--- src/rtl/drain_sched.sv ---
// drain_sched: queues tile drain commands and hands each tile to the output
// controller. Each tile gets a contiguous region of the 256-row output buffer
// taken from a circular write pointer. A credit counter tracks free rows, and
// the downstream consumer returns rows to that counter.
//
// state | meaning
// IDLE  | waiting for a queued command (head is only peeked)
// CHECK | validate head row count and wait for enough free-row credit
// ISSUE | tile allocated; start pulse goes out next cycle
// ARM   | start pulse on the wire; controller done still stale, ignored
// WAIT  | waiting for the output controller to report done
module drain_sched #(
    parameter int DATA_WIDTH = 16,
    parameter int FIFO_DEPTH = 4
) (
    input  logic                  clk,
    input  logic                  rstn,
    input  logic                  cmd_valid,
    output logic                  cmd_ready,
    input  logic [DATA_WIDTH-1:0] cmd_num_row,
    input  logic                  cmd_last,
    output logic                  oc_en,
    output logic [7:0]            oc_base_addr,
    output logic [DATA_WIDTH-1:0] oc_num_row,
    input  logic                  oc_done,
    input  logic                  free_valid,
    input  logic [8:0]            free_rows,
    output logic [8:0]            free_cnt,
    output logic                  busy,
    output logic                  layer_done,
    output logic                  err
);

    localparam int OUT_ROWS = 256;
    localparam int PTR_W    = $clog2(FIFO_DEPTH);
    localparam int CNT_W    = PTR_W + 1;

    typedef enum logic [2:0] {IDLE, CHECK, ISSUE, ARM, WAIT} state_t;

    state_t                state, state_n;
    logic [DATA_WIDTH:0]   fifo_mem [FIFO_DEPTH];
    logic [PTR_W-1:0]      rd_ptr, wr_ptr_q;
    logic [CNT_W-1:0]      count, count_n;
    logic [7:0]            wr_ptr;
    logic                  last_q;

    logic                  push, pop, alloc, err_chk, ld_set;
    logic [DATA_WIDTH-1:0] head_num;
    logic                  head_last;
    logic                  bad_row, fits;
    logic [9:0]            add_rows, sub_rows, credit_sum;
    logic [8:0]            free_n;
    logic                  err_free;

    assign push      = cmd_valid && cmd_ready;
    assign head_num  = fifo_mem[rd_ptr][DATA_WIDTH-1:0];
    assign head_last = fifo_mem[rd_ptr][DATA_WIDTH];
    assign bad_row   = (head_num == '0) || (head_num > DATA_WIDTH'(OUT_ROWS));
    assign fits      = DATA_WIDTH'(free_cnt) >= head_num;
    assign count_n   = count + CNT_W'(push) - CNT_W'(pop);

    // Next-state and per-cycle control decode
    always_comb begin
        state_n = state;
        pop     = 1'b0;
        alloc   = 1'b0;
        err_chk = 1'b0;
        ld_set  = 1'b0;
        case (state)
            IDLE:  if (count != '0) state_n = CHECK;
            CHECK: begin
                if (bad_row) begin
                    pop     = 1'b1;
                    err_chk = 1'b1;
                    ld_set  = head_last;
                    state_n = IDLE;
                end else if (fits) begin
                    pop     = 1'b1;
                    alloc   = 1'b1;
                    state_n = ISSUE;
                end
            end
            ISSUE: state_n = ARM;
            ARM:   state_n = WAIT;
            WAIT: begin
                if (oc_done) begin
                    ld_set  = last_q;
                    state_n = IDLE;
                end
            end
            default: state_n = IDLE;
        endcase
    end

    // Credit arithmetic: allocation and release may land in the same cycle
    always_comb begin
        add_rows   = (free_valid && free_rows != '0) ? {1'b0, free_rows} : 10'd0;
        sub_rows   = alloc ? head_num[9:0] : 10'd0;
        credit_sum = {1'b0, free_cnt} + add_rows - sub_rows;
        err_free   = free_valid && ((free_rows == '0) || (credit_sum > 10'd256));
        free_n     = (credit_sum > 10'd256) ? 9'd256 : credit_sum[8:0];
    end

    // Command storage; contents need no reset since count gates every read
    always_ff @(posedge clk) begin
        if (push) fifo_mem[wr_ptr_q] <= {cmd_last, cmd_num_row};
    end

    // FSM, queue bookkeeping, allocation and registered outputs
    always_ff @(posedge clk or negedge rstn) begin
        if (!rstn) begin
            state        <= IDLE;
            rd_ptr       <= '0;
            wr_ptr_q     <= '0;
            count        <= '0;
            cmd_ready    <= 1'b1;
            wr_ptr       <= 8'd0;
            last_q       <= 1'b0;
            free_cnt     <= 9'd256;
            oc_en        <= 1'b0;
            oc_base_addr <= 8'd0;
            oc_num_row   <= '0;
            busy         <= 1'b0;
            layer_done   <= 1'b0;
            err          <= 1'b0;
        end else begin
            state      <= state_n;
            count      <= count_n;
            cmd_ready  <= count_n != CNT_W'(FIFO_DEPTH);
            if (push) wr_ptr_q <= wr_ptr_q + 1'b1;
            if (pop)  rd_ptr   <= rd_ptr + 1'b1;
            free_cnt   <= free_n;
            if (alloc) begin
                oc_base_addr <= wr_ptr;
                oc_num_row   <= head_num;
                last_q       <= head_last;
                wr_ptr       <= wr_ptr + head_num[7:0];
            end
            oc_en      <= (state == ISSUE);
            busy       <= (count_n != '0) || (state_n != IDLE);
            layer_done <= ld_set;
            err        <= err | err_chk | err_free;
        end
    end

endmodule
--- config.mk ---
export PLATFORM = sky130hd
export DESIGN_NAME = drain_sched
export DESIGN_NICKNAME = d
export VERILOG_FILES = /design/src/rtl/drain_sched.sv
export SDC_FILE = /design/constraint.sdc
export NUM_CORES = 1
export LEC_CHECK = 0
export CELL_PAD_IN_SITES_DETAIL_PLACEMENT = 1
export CELL_PAD_IN_SITES_GLOBAL_PLACEMENT = 1
export CORE_UTILIZATION = 46
export CTS_CLUSTER_DIAMETER = 150
export DETAILED_ROUTE_END_ITERATION = 8
export PLACE_DENSITY = 0.9
export SETUP_SLACK_MARGIN = 0.3
export SYNTH_ARGS = -nofsm -noshare
export SYNTH_HDL_FRONTEND = slang
export SYNTH_SLANG_ARGS = --single-unit
--- constraint.sdc ---
create_clock -name clk -period 5.9 [get_ports clk]
set_input_delay 0.59 -clock clk [delete_from_list [all_inputs] [get_ports clk]]
set_output_delay 0.59 -clock clk [all_outputs]
set_load 0.02 [all_outputs]
==> summary.md, run 1 <==
| Metric | Value |
|---|---|
| GPL Wtd Cong | `0.880` |
| Clk_skew | `8.30 ps` |
| CTS Buffer Depth | `2` |
| Seq/Total Area, Yosys | `0.579` |
| CTS tree | `done` |
| Die Y-Extent | `between 100 and 150 microns` |
| Cell internal pwr | `2.65 mW` |
| Hold Crit Class | `in -> async` |
| Avg WL per Cell | `22.2 microns` |
| Max Cap Viol | `0` |
| Post-place setup slack | `319 ps` |
| Cells after Synth | `444` |
| Worst slew margin | `0.392` |
| Root Driver | `clkbuf_16` |
| Endpoints failing setup | `0` |
| Yosys top cell area share | `0.340` |
| Ys async rst share | `0.456` |
| CP Launch Type | `flop` |
| Crit path time final | `5380 ps` |
| Area leader, netlist | `edfxtp_1` |
| Sequential Power Share | `0.306` |
| Top Ports | `69` |
| CP arrival | `5660 ps` |
| Crit Path Category | `reg -> reg` |
| CTS H-Tree Depth | `4` |
| Fillers | `1,245` |
| CP Launch Point | `rd_ptr[0]` |
| Post-synth EDFFs | `68` |
| Diode count | `0` |
| TNS Setup | `0 ps` |
| Max Clk Rate | `0.186 GHz` |
| Largest net degree at the start of global routing | `58` |
| Initial core utilization | `0.473` |
| CTS Hold Bufs | `0` |
| Pwr/cell area | `554 nW/um^2` |
| DRT antenna net count | `0` |
| Layout area overhead | `27.0%` |
| CTS Buf Count | `17` |
| Hpwl dp | `between 10,000 and 15,000 microns` |
| R2r setup slk | `520 ps` |
| Part of the cycle the worst path needs | `0.912` |
| Max-slew violations | `0` |
| Maximum fanout along the worst path | `15` |
| Yosys warnings | `0` |
| Vias/cell | `5.65` |
| Post-route DRC | `0` |
| R2r worst-path depth | `16` |
| Most frequent cells in the layout | `edfxtp_1, clkdlybuf4s50_1, dfrtp_1` |
| Clk pwr share | `0.287` |
| Global route overflow | `0` |
| Worst EP required | `around 6200 ps` |
| Syn nets | `518` |
| Switching Share | `0.372` |
| Design area | `7620 sq um` |
| # nets final | `602` |
| Row cnt | `around 40` |
| PortBufs | `68` |
| Synth cell types | `between 50 and 60` |
| Mean Syn Cell Area | `13.5 sq um` |
| Yosys reg bits | `between 100 and 150` |
| Placed Area | `6860 sq um` |
| Die area | `13,500 sq um` |
| Final std cells w/o fill | `713` |
| Post-Syn Area | `6000 sq um` |
| Comb pwr share | `0.408` |
| Psw | `1.57 mW` |
| Critical R2R Capture | `err` |
| GRT Total Usage | `0.252` |
| Critical Path Sink Type | `flop` |
| Initial DRC Count | `177` |
| Crit path setup slack, layout | `522 ps` |
| CTS sink cnt | `125` |
| Status | `completed` |
| Router iterations before antenna repair | `5` |
| Clock-pin transition on the worst setup and hold timing paths | `60 ps` |
| Clk_lat worst skew | `420 ps` |
| Die extent in x | `116 microns` |
| Commonest non-fill, non-tap cell in the layout | `edfxtp_1` |
| Worst r2r src | `rd_ptr[0]` |
| Core box area | `12,700 sq um` |
| Worst-Margin Slew | `913 ps` |
| First-pass GRT wire length | `24,200 microns` |
| DR vias | `4,029` |
| Detailed Route WL | `15,800 microns` |
| Hold Fails Final Rpt | `0` |
| Initial antenna violation count | `0` |
| Placed cell count | `680` |
| Vias in the first global route | `about 4,500` |
| Leak | `3.17 nW` |
| Predominant post-synthesis flop cell | `edfxtp_1` |
| Synth top area cells | `edfxtp_1, dfrtp_1, ha_1` |
| RSZ-0062 raised after global routing | `false` |
| Share of post-route cells with drive strength above 1 | `0.168` |
| VDD IR max | `306 uV` |
==> stage by stage <==
stage	utilization	power, mW	hold WS [ps]
floorplan	-	2.35	294
global placement	0.542	2.73	452
detailed placement	0.542	2.89	470
CTS	0.597	4.15	355
global route	0.601	4.42	382
finish	0.601	4.22	319
==> synth_stat cells, drive strengths merged (2+ instances only) <==
cell type	n
o211ai	4
and2	13
o21bai	4
nor2	17
edfxtp	68
mux2	17
ha	32
nor3	6
nand2	23
xnor2	9
nand2b	5
a21oi	9
nor3b	4
a21boi	2
o21ai	13
clkbuf	4
xor2	3
dfrtp	55
a21o	9
or4	2
or3b	2
and3	8
dfstp	2
nor4b	3
nand4	2
o31ai	3
fa	11
o21a	2
or2	2
or3	3
nand3	7
inv	46
mux4	10
nor4	18
a211oi	3
buf	6
o41ai	2
==> sequential cells by signal, summed over array words and instances (netlist names), 2 cells and up <==
register / flops
oc_base_addr: 8
fifo_mem: 68
state: 3
rd_ptr: 2
wr_ptr: 8
free_cnt: 9
count: 3
wr_ptr_q: 2
oc_num_row: 16
==> timing repair <==
| action | 4_1_cts | 5_1_grt |
|---|---|---|
| pin swaps | 0 | 1 |
| buffers inserted | 0 | 1 |
| setup endpoints to repair | 8 | 9 |
| gates resized for setup | 4 | 11 |
==> worst max-delay path, stage by stage, from the launching register on <==
cell	delay [ps]
dfrtp_2	440
buf_4	190
mux4_2	590
or4_4	550
o21ai_4	200
nand4_4	270
nor4_1	500
buf_4	210
fa_1	410
inv_1	70
ha_1	300
a211oi_4	350
o21ai_0	210
a31oi_1	260
xor2_1	230
o21a_1	280
o221ai_1	160
==> layer usage <==
layer | global-route usage | vias up | routed length (microns)
li1 | - | 1805 | -
met2 | 0.472 | 123 | 8810
met4 | 0.118 | 0 | 447
met1 | 0.268 | 2057 | 5940
met3 | 0.0540 | 44 | 608
met5 | 0 | - | 0
==> final cells by class <==
type	instances	area, sq um	area share
repair buffers	75	728	0.0956
multi-input cells	263	2340	0.308
inverters	46	173	0.0227
clock buffers	17	425	0.0559
clock inverters	15	259	0.0340
well taps	172	215	0.0283
flip-flops and latches	125	3470	0.456
==> power groups by stage <==
stage          clock, mW  sequential [mW]  combinational, mW
3_5_place_dp           0             1.30               1.59
3_3_place_gp           0             1.27               1.46
4_1_cts             1.22             1.29               1.64
2_1_floorplan          0             1.29               1.06
6_report            1.21             1.29               1.72
5_1_grt             1.25             1.31               1.86
==> cell families after synthesis <==
kind of cell	synth area share
multiplexers	0.0730
flip-flops	0.579
AO/OA/AOI/OAI	0.0741
buffers and inverters	0.0405
adder cells (fa/ha/maj)	0.103
AND/OR/NAND/NOR	0.113
XOR/XNOR	0.0175
==> worst max path at each step <==
stage	end	slack [ps]	cells after the start
2_1_floorplan	err	1020	18
3_3_place_gp	err	600	15
3_5_place_dp	err	320	14
4_1_cts	err	340	16
5_1_grt	err	320	19
6_report	err	520	16
(Power assumes the default switching activity.)
==> inputs of run 2 (changes only) <==
- CORE_UTILIZATION: 46 -> 45
- PLACE_DENSITY: 0.9 -> 0.89
==> run 2 against run 1 <==
Compared with the run above:
- sequential share of layout area increased by 0.16 points
- count of clock-buffer cells in the layout increased by 1
- first-iteration DRC count decreased by 5.1%
- clock power decreased by 7%
- total power decreased by 3.3%
- clock skew decreased by 1.3 ps
- core utilization decreased by 0.97 points
- die area increased by 2.2%
- combinational power decreased by 2%
- register-to-register slack improved by 90 ps
- final area decreased by 0.43%
- setup slack improved by 92 ps
- largest cell class unchanged
==> summary.md, run 2 (synthesis results as in run 1) <==
| Metric | Value |
|---|---|
| Status | `completed` |
| Detailed Route WL | `14,800 microns (-6.6%)` |
| Crit path time final | `5290 ps (-91.9 ps)` |
| Commonest non-fill, non-tap cell in the layout | `edfxtp_1` |
| Die Y-Extent | `117 microns (+1.1%)` |
| Hold Crit Class | `in -> async` |
| Worst EP required | `6210 ps (+30 ps)` |
| DR vias | `3,920 (-2.7%)` |
| Post-route DRC | `0 (unchanged)` |
| Clk_skew | `6.99 ps (-1.31 ps)` |
| Critical Path Sink Type | `flop` |
| CTS sink cnt | `125 (unchanged)` |
| Max reg flops | `68 (unchanged)` |
| Row cnt | `41 (unchanged)` |
| Max Cap Viol | `0 (unchanged)` |
| R2r setup slk | `610 ps (+90 ps)` |
| Part of the cycle the worst path needs | `0.896 (-0.0156)` |
| Pwr/cell area | `538 nW/um^2 (-2.9%)` |
| Core box area | `12,800 sq um (+1.2%)` |
| Final Util | `0.591 (-0.00975)` |
| Initial core utilization | `0.468 (-0.00568)` |
| Hold Fails Final Rpt | `0 (unchanged)` |
| Root Driver | `clkbuf_16` |
| Initial antenna violation count | `0 (unchanged)` |
| Worst slew margin | `0.390 (-0.00168)` |
| Diode count | `0 (unchanged)` |
| CTS H-Tree Depth | `4 (unchanged)` |
| Share of post-route cells with drive strength above 1 | `0.162 (-0.00614)` |
| Vias in the first global route | `4,600 (+2.1%)` |
| Design area | `7580 sq um (-0.43%)` |
| Most frequent cells in the layout | `edfxtp_1, clkdlybuf4s50_1, dfrtp_1` |
| Vias/cell | `5.48 (-3.0%)` |
| Crit Path Category | `reg -> reg` |
| Router iterations before antenna repair | `4 (-1)` |
| Largest Register | `fifo_mem` |
| CP arrival | `5600 ps (-60 ps)` |
| Maximum fanout along the worst path | `9 (-6)` |
| Hpwl dp | `10,800 microns (-2.8%)` |
| Initial DRC Count | `168 (-5.1%)` |
| Global route overflow | `0 (unchanged)` |
| DRT antenna net count | `0 (unchanged)` |
| # nets final | `604 (+0.33%)` |
| Max Clk Rate | `0.189 GHz (+1.7%)` |
| TNS Setup | `0 ps (unchanged)` |
| Leak | `3.16 nW (-0.13%)` |
| Largest net degree at the start of global routing | `58 (unchanged)` |
| GPL Wtd Cong | `0.878 (-0.22%)` |
| Min Hold Slack | `315 ps (-4.04 ps)` |
| Clock-pin transition on the worst setup and hold timing paths | `60 ps (about the same)` |
| Clk_lat worst skew | `420 ps (about the same)` |
| Endpoints failing setup | `0 (unchanged)` |
| GRT Total Usage | `0.233 (-0.0182)` |
| PortBufs | `68 (unchanged)` |
| First-pass GRT wire length | `24,400 microns (+0.63%)` |
| CP Launch Type | `flop` |
| CTS tree | `done` |
| CTS Buf Count | `17 (unchanged)` |
| Die area | `13,800 sq um (+2.2%)` |
| Die extent in x | `117 microns (+1.1%)` |
| CTS Buffer Depth | `2 (unchanged)` |
| Setup Fix Bufs, Post-CTS | `0 (unchanged)` |
| Largest registers | `fifo_mem (68), oc_num_row (16), free_cnt (9)` |
| Fillers | `1,245 (unchanged)` |
| VDD IR max | `259 uV (-15%)` |
| Max-slew violations | `0 (unchanged)` |
| Placed Area | `6890 sq um (+0.33%)` |
| Worst-Margin Slew | `915 ps (+2.51 ps)` |
| Layout area overhead | `26.5%` |
| RSZ-0062 raised after global routing | `false` |
| Top Ports | `69 (unchanged)` |
| Avg WL per Cell | `20.7 microns (-6.8%)` |
| Tot Pwr | `4.08 mW (-3.3%)` |
run 2: repair_timing:
item | CTS | global route
hold buffers | 0 | 0
setup endpoints to repair | 1 | 10
gates resized for setup | 1 | 11
pin swaps | 0 | 0
run 2: power by group:
group          switching (mW)  internal [mW]
clock                   0.385          0.750
combinational           0.981          0.699
sequential              0.124           1.14
run 2: final cells by class:
type	instances	area (sq um)	share of cell area
multi-input cells	263	2330	0.308
repair buffers	77	747	0.0985
clock inverters	14	215	0.0284
inverters	46	173	0.0228
clock buffers	18	429	0.0566
well taps	172	215	0.0284
flip-flops and latches	125	3470	0.458
run 2: critical path: stages, from the launching register on:
cell and delay, ps:
dfrtp_1 420, mux4_2 590, ha_1 310, nand2b_1 180, a2111oi_0 460, o21bai_1 210
a21oi_4 320, buf_4 210, nor4_1 50, buf_4 150, fa_1 510, inv_1 50
ha_1 430, or3b_2 480, o211ai_1 120, a311oi_2 90, o2111a_1 170, o21a_1 230
and3_1 200
run 2: final timing paths:
| kind | start | end | cells past startpoint |
|---|---|---|---|
| worst max register to register | rd_ptr[0] | free_cnt[3] | 18 |
| min in group clk | wr_ptr[7] | wr_ptr[7] | 1 |
| worst max-delay path | rd_ptr[0] | free_cnt[3] | 18 |
| worst min register to register | wr_ptr[7] | wr_ptr[7] | 1 |
| worst min-delay path | rstn | oc_base_addr[4] | 2 |
| max in group asynchronous | rstn | oc_num_row[11] | 2 |
run 2: metrics by stage:
| stage | worst slack [ps] | instances |
|---|---|---|
| floorplan | 1020 | 444 |
| detailed placement | 324 | 683 |
| CTS | 370 | 715 |
| global placement | 552 | 683 |
| finish | 614 | 715 |
| global route | 366 | 715 |
run 2: per-layer routing:
metal	vias up	global-route usage	share of wire
li1	1807	-	-
met4	0	0.112	0.027
met2	96	0.412	0.54
met5	-	0	0
met1	1981	0.267	0.40
met3	36	0.0516	0.035
==> inputs of run 3 (changes only) <==
- ABC_CLOCK_PERIOD_IN_PS: not set -> 5900
- CORE_UTILIZATION: 45 -> 33
- PLACE_DENSITY: 0.89 -> 0.71
==> run 3 against run 2 <==
Compared with the run above:
- routed wire length down 4.6%
- via count down 1.9%
- setup slack worse by 12 ps
- sequential power about the same
- critical endpoint is now err
- largest cell class unchanged
- highest routed layer unchanged
==> summary.md, run 3 (synthesis results as in run 1) <==
| Metric | Value |
|---|---|
| Status | `completed` |
| Max reg flops | `68 (unchanged)` |
| Layout area overhead | `25.7%` |
| Hold Fails Final Rpt | `0 (unchanged)` |
| CTS H-Tree Depth | `4 (unchanged)` |
| Critical Path Sink Type | `flop` |
| Clock-pin transition on the worst setup and hold timing paths | `60 ps (about the same)` |
| Crit path time final | `5300 ps (+12.1 ps)` |
| VDD IR max | `241 uV (-6.8%)` |
| Endpoints failing setup | `0 (unchanged)` |
| Core box area | `17,500 sq um (+37%)` |
| Clk_skew | `9.38 ps (+2.39 ps)` |
| Die extent in x | `137 microns (+16%)` |
| Global route overflow | `0 (unchanged)` |
| Initial antenna violation count | `0 (unchanged)` |
| Top Ports | `69 (unchanged)` |
| Diode count | `0 (unchanged)` |
| Share of post-route cells with drive strength above 1 | `0.160 (-0.00184)` |
| Initial core utilization | `0.342 (-0.126)` |
| Largest registers | `fifo_mem (68), oc_num_row (16), free_cnt (9)` |
| Pwr/cell area | `510 nW/um^2 (-5.3%)` |
| TNS Setup | `0 ps (unchanged)` |
| Router iterations before antenna repair | `4 (unchanged)` |
| Initial DRC Count | `212 (+26%)` |
| Row cnt | `48 (+17%)` |
| Vias in the first global route | `4,178 (-9.2%)` |
| # nets final | `604 (unchanged)` |
| PortBufs | `68 (unchanged)` |
| CTS Buf Count | `17 (unchanged)` |
| Fillers | `1,827 (+47%)` |
| CTS Buffer Depth | `2 (unchanged)` |
| Clk_lat worst skew | `420 ps (about the same)` |
| Largest Register | `fifo_mem` |
| First-pass GRT wire length | `22,500 microns (-7.8%)` |
| Crit Path Category | `reg -> reg` |
| CP arrival | `5590 ps (about the same)` |
| Max Clk Rate | `0.189 GHz (-0.23%)` |
| RSZ-0062 raised after global routing | `true` |
| CTS sink cnt | `125 (unchanged)` |
| Root Driver | `clkbuf_16` |
| Maximum fanout along the worst path | `15 (+6)` |
| Most frequent cells in the layout | `edfxtp_1, clkdlybuf4s50_1, dfrtp_1` |
| Leak | `3.11 nW (-1.6%)` |
| Hpwl dp | `10,400 microns (-4.4%)` |
| Detailed Route WL | `14,100 microns (-4.6%)` |
| CP Launch Type | `flop` |
| Worst-Margin Slew | `1130 ps (+219 ps)` |
| Avg WL per Cell | `18.3 microns (-11%)` |
| Worst EP required | `6190 ps (-20 ps)` |
| Max Cap Viol | `0 (unchanged)` |
| Die Y-Extent | `137 microns (+16%)` |
| GPL Wtd Cong | `0.891 (+1.4%)` |
| Max-slew violations | `0 (unchanged)` |
| Worst slew margin | `0.244 (-0.146)` |
| Part of the cycle the worst path needs | `0.898 (+0.00205)` |
| Min Hold Slack | `308 ps (-6.62 ps)` |
| Commonest non-fill, non-tap cell in the layout | `edfxtp_1` |
| Die area | `18,700 sq um (+36%)` |
| GRT Total Usage | `0.165 (-0.0688)` |
| Largest net degree at the start of global routing | `58 (unchanged)` |
| DR vias | `3,845 (-1.9%)` |
| CTS Hold Bufs | `0 (unchanged)` |
| Post-route DRC | `0 (unchanged)` |
| DRT antenna net count | `0 (unchanged)` |
| CTS tree | `done` |
| Vias/cell | `5.01 (-8.7%)` |
| Hold Crit Class | `in -> async` |
run 3: cell count changes in the layout (fill, tap and decap cells not counted), sizes merged:
| cell | change |
|---|---|
| bufinv | -5 |
| inv | +4 |
| clkbuf | -1 |
| clkinv | +1 |
| clkinvlp | +1 |
run 3: critical path, stage by stage, from the launching register on:
cell and delay [ps]:
dfrtp_1 410, buf_4 260, mux4_2 630, or4_4 540, or3_1 440, nand4_4 250
nor4_1 110, buf_4 190, fa_1 510, inv_1 50, ha_1 360, o21ai_0 180
or2_2 330, a211oi_1 310, o2111a_1 240, o21a_1 200, o221ai_1 140
run 3: metal layers:
layer / global-route usage / share of wire / vias to the layer above / wire length [microns]
met4: 0.0562 / 0.011 / 0 / 160
met1: 0.201 / 0.43 / 1953 / 6100
met2: 0.283 / 0.52 / 70 / 7380
met3: 0.0411 / 0.032 / 16 / 445
met5: 0 / 0 / - / 0
li1: - / - / 1806 / -
run 3: worst paths after layout:
check	from	endpoint	slack (ps)	cells after the start
max	rd_ptr[0]	err	600	16
max in group asynchronous	rstn	wr_ptr[4]	5050	2
min	rstn	oc_num_row[9]	310	2
max reg2reg	rd_ptr[0]	err	600	16
min reg2reg	wr_ptr[7]	wr_ptr[7]	460	1
min in group clk	wr_ptr[7]	wr_ptr[7]	460	1
run 3: timing repair:
item	4_1_cts	5_1_grt
pin swaps	0	1
resized for setup	1	8
setup endpoints to repair	7	9
gates cloned	0	0
setup buffers	0	2
run 3: final cells by class:
cell class / instances / area [sq um] / share of cell area
Sequential cell: 125 / 3470 / 0.460
Multi-Input combinational cell: 263 / 2330 / 0.309
Timing Repair Buffer: 77 / 743 / 0.0986
Clock buffer: 17 / 425 / 0.0564
Tap cell: 225 / 282 / 0.0373
Inverter: 46 / 173 / 0.0229
Clock inverter: 15 / 114 / 0.0151
run 3: per-stage QoR:
step	power [mW]	cells	utilization	area, sq um	setup slack [ps]
after floorplan	2.35	444	-	6000	1020
after global placement	2.77	734	0.396	6940	309
after detailed placement	2.86	734	0.396	6940	142
after CTS	3.83	766	0.427	7480	382
after global routing	4.11	768	0.430	7540	267
final	3.84	768	0.430	7540	601
run 3: power by group:
group          internal (mW)  switching, mW
Clock                  0.542          0.407
Combinational          0.697          0.939
Sequential              1.14          0.118
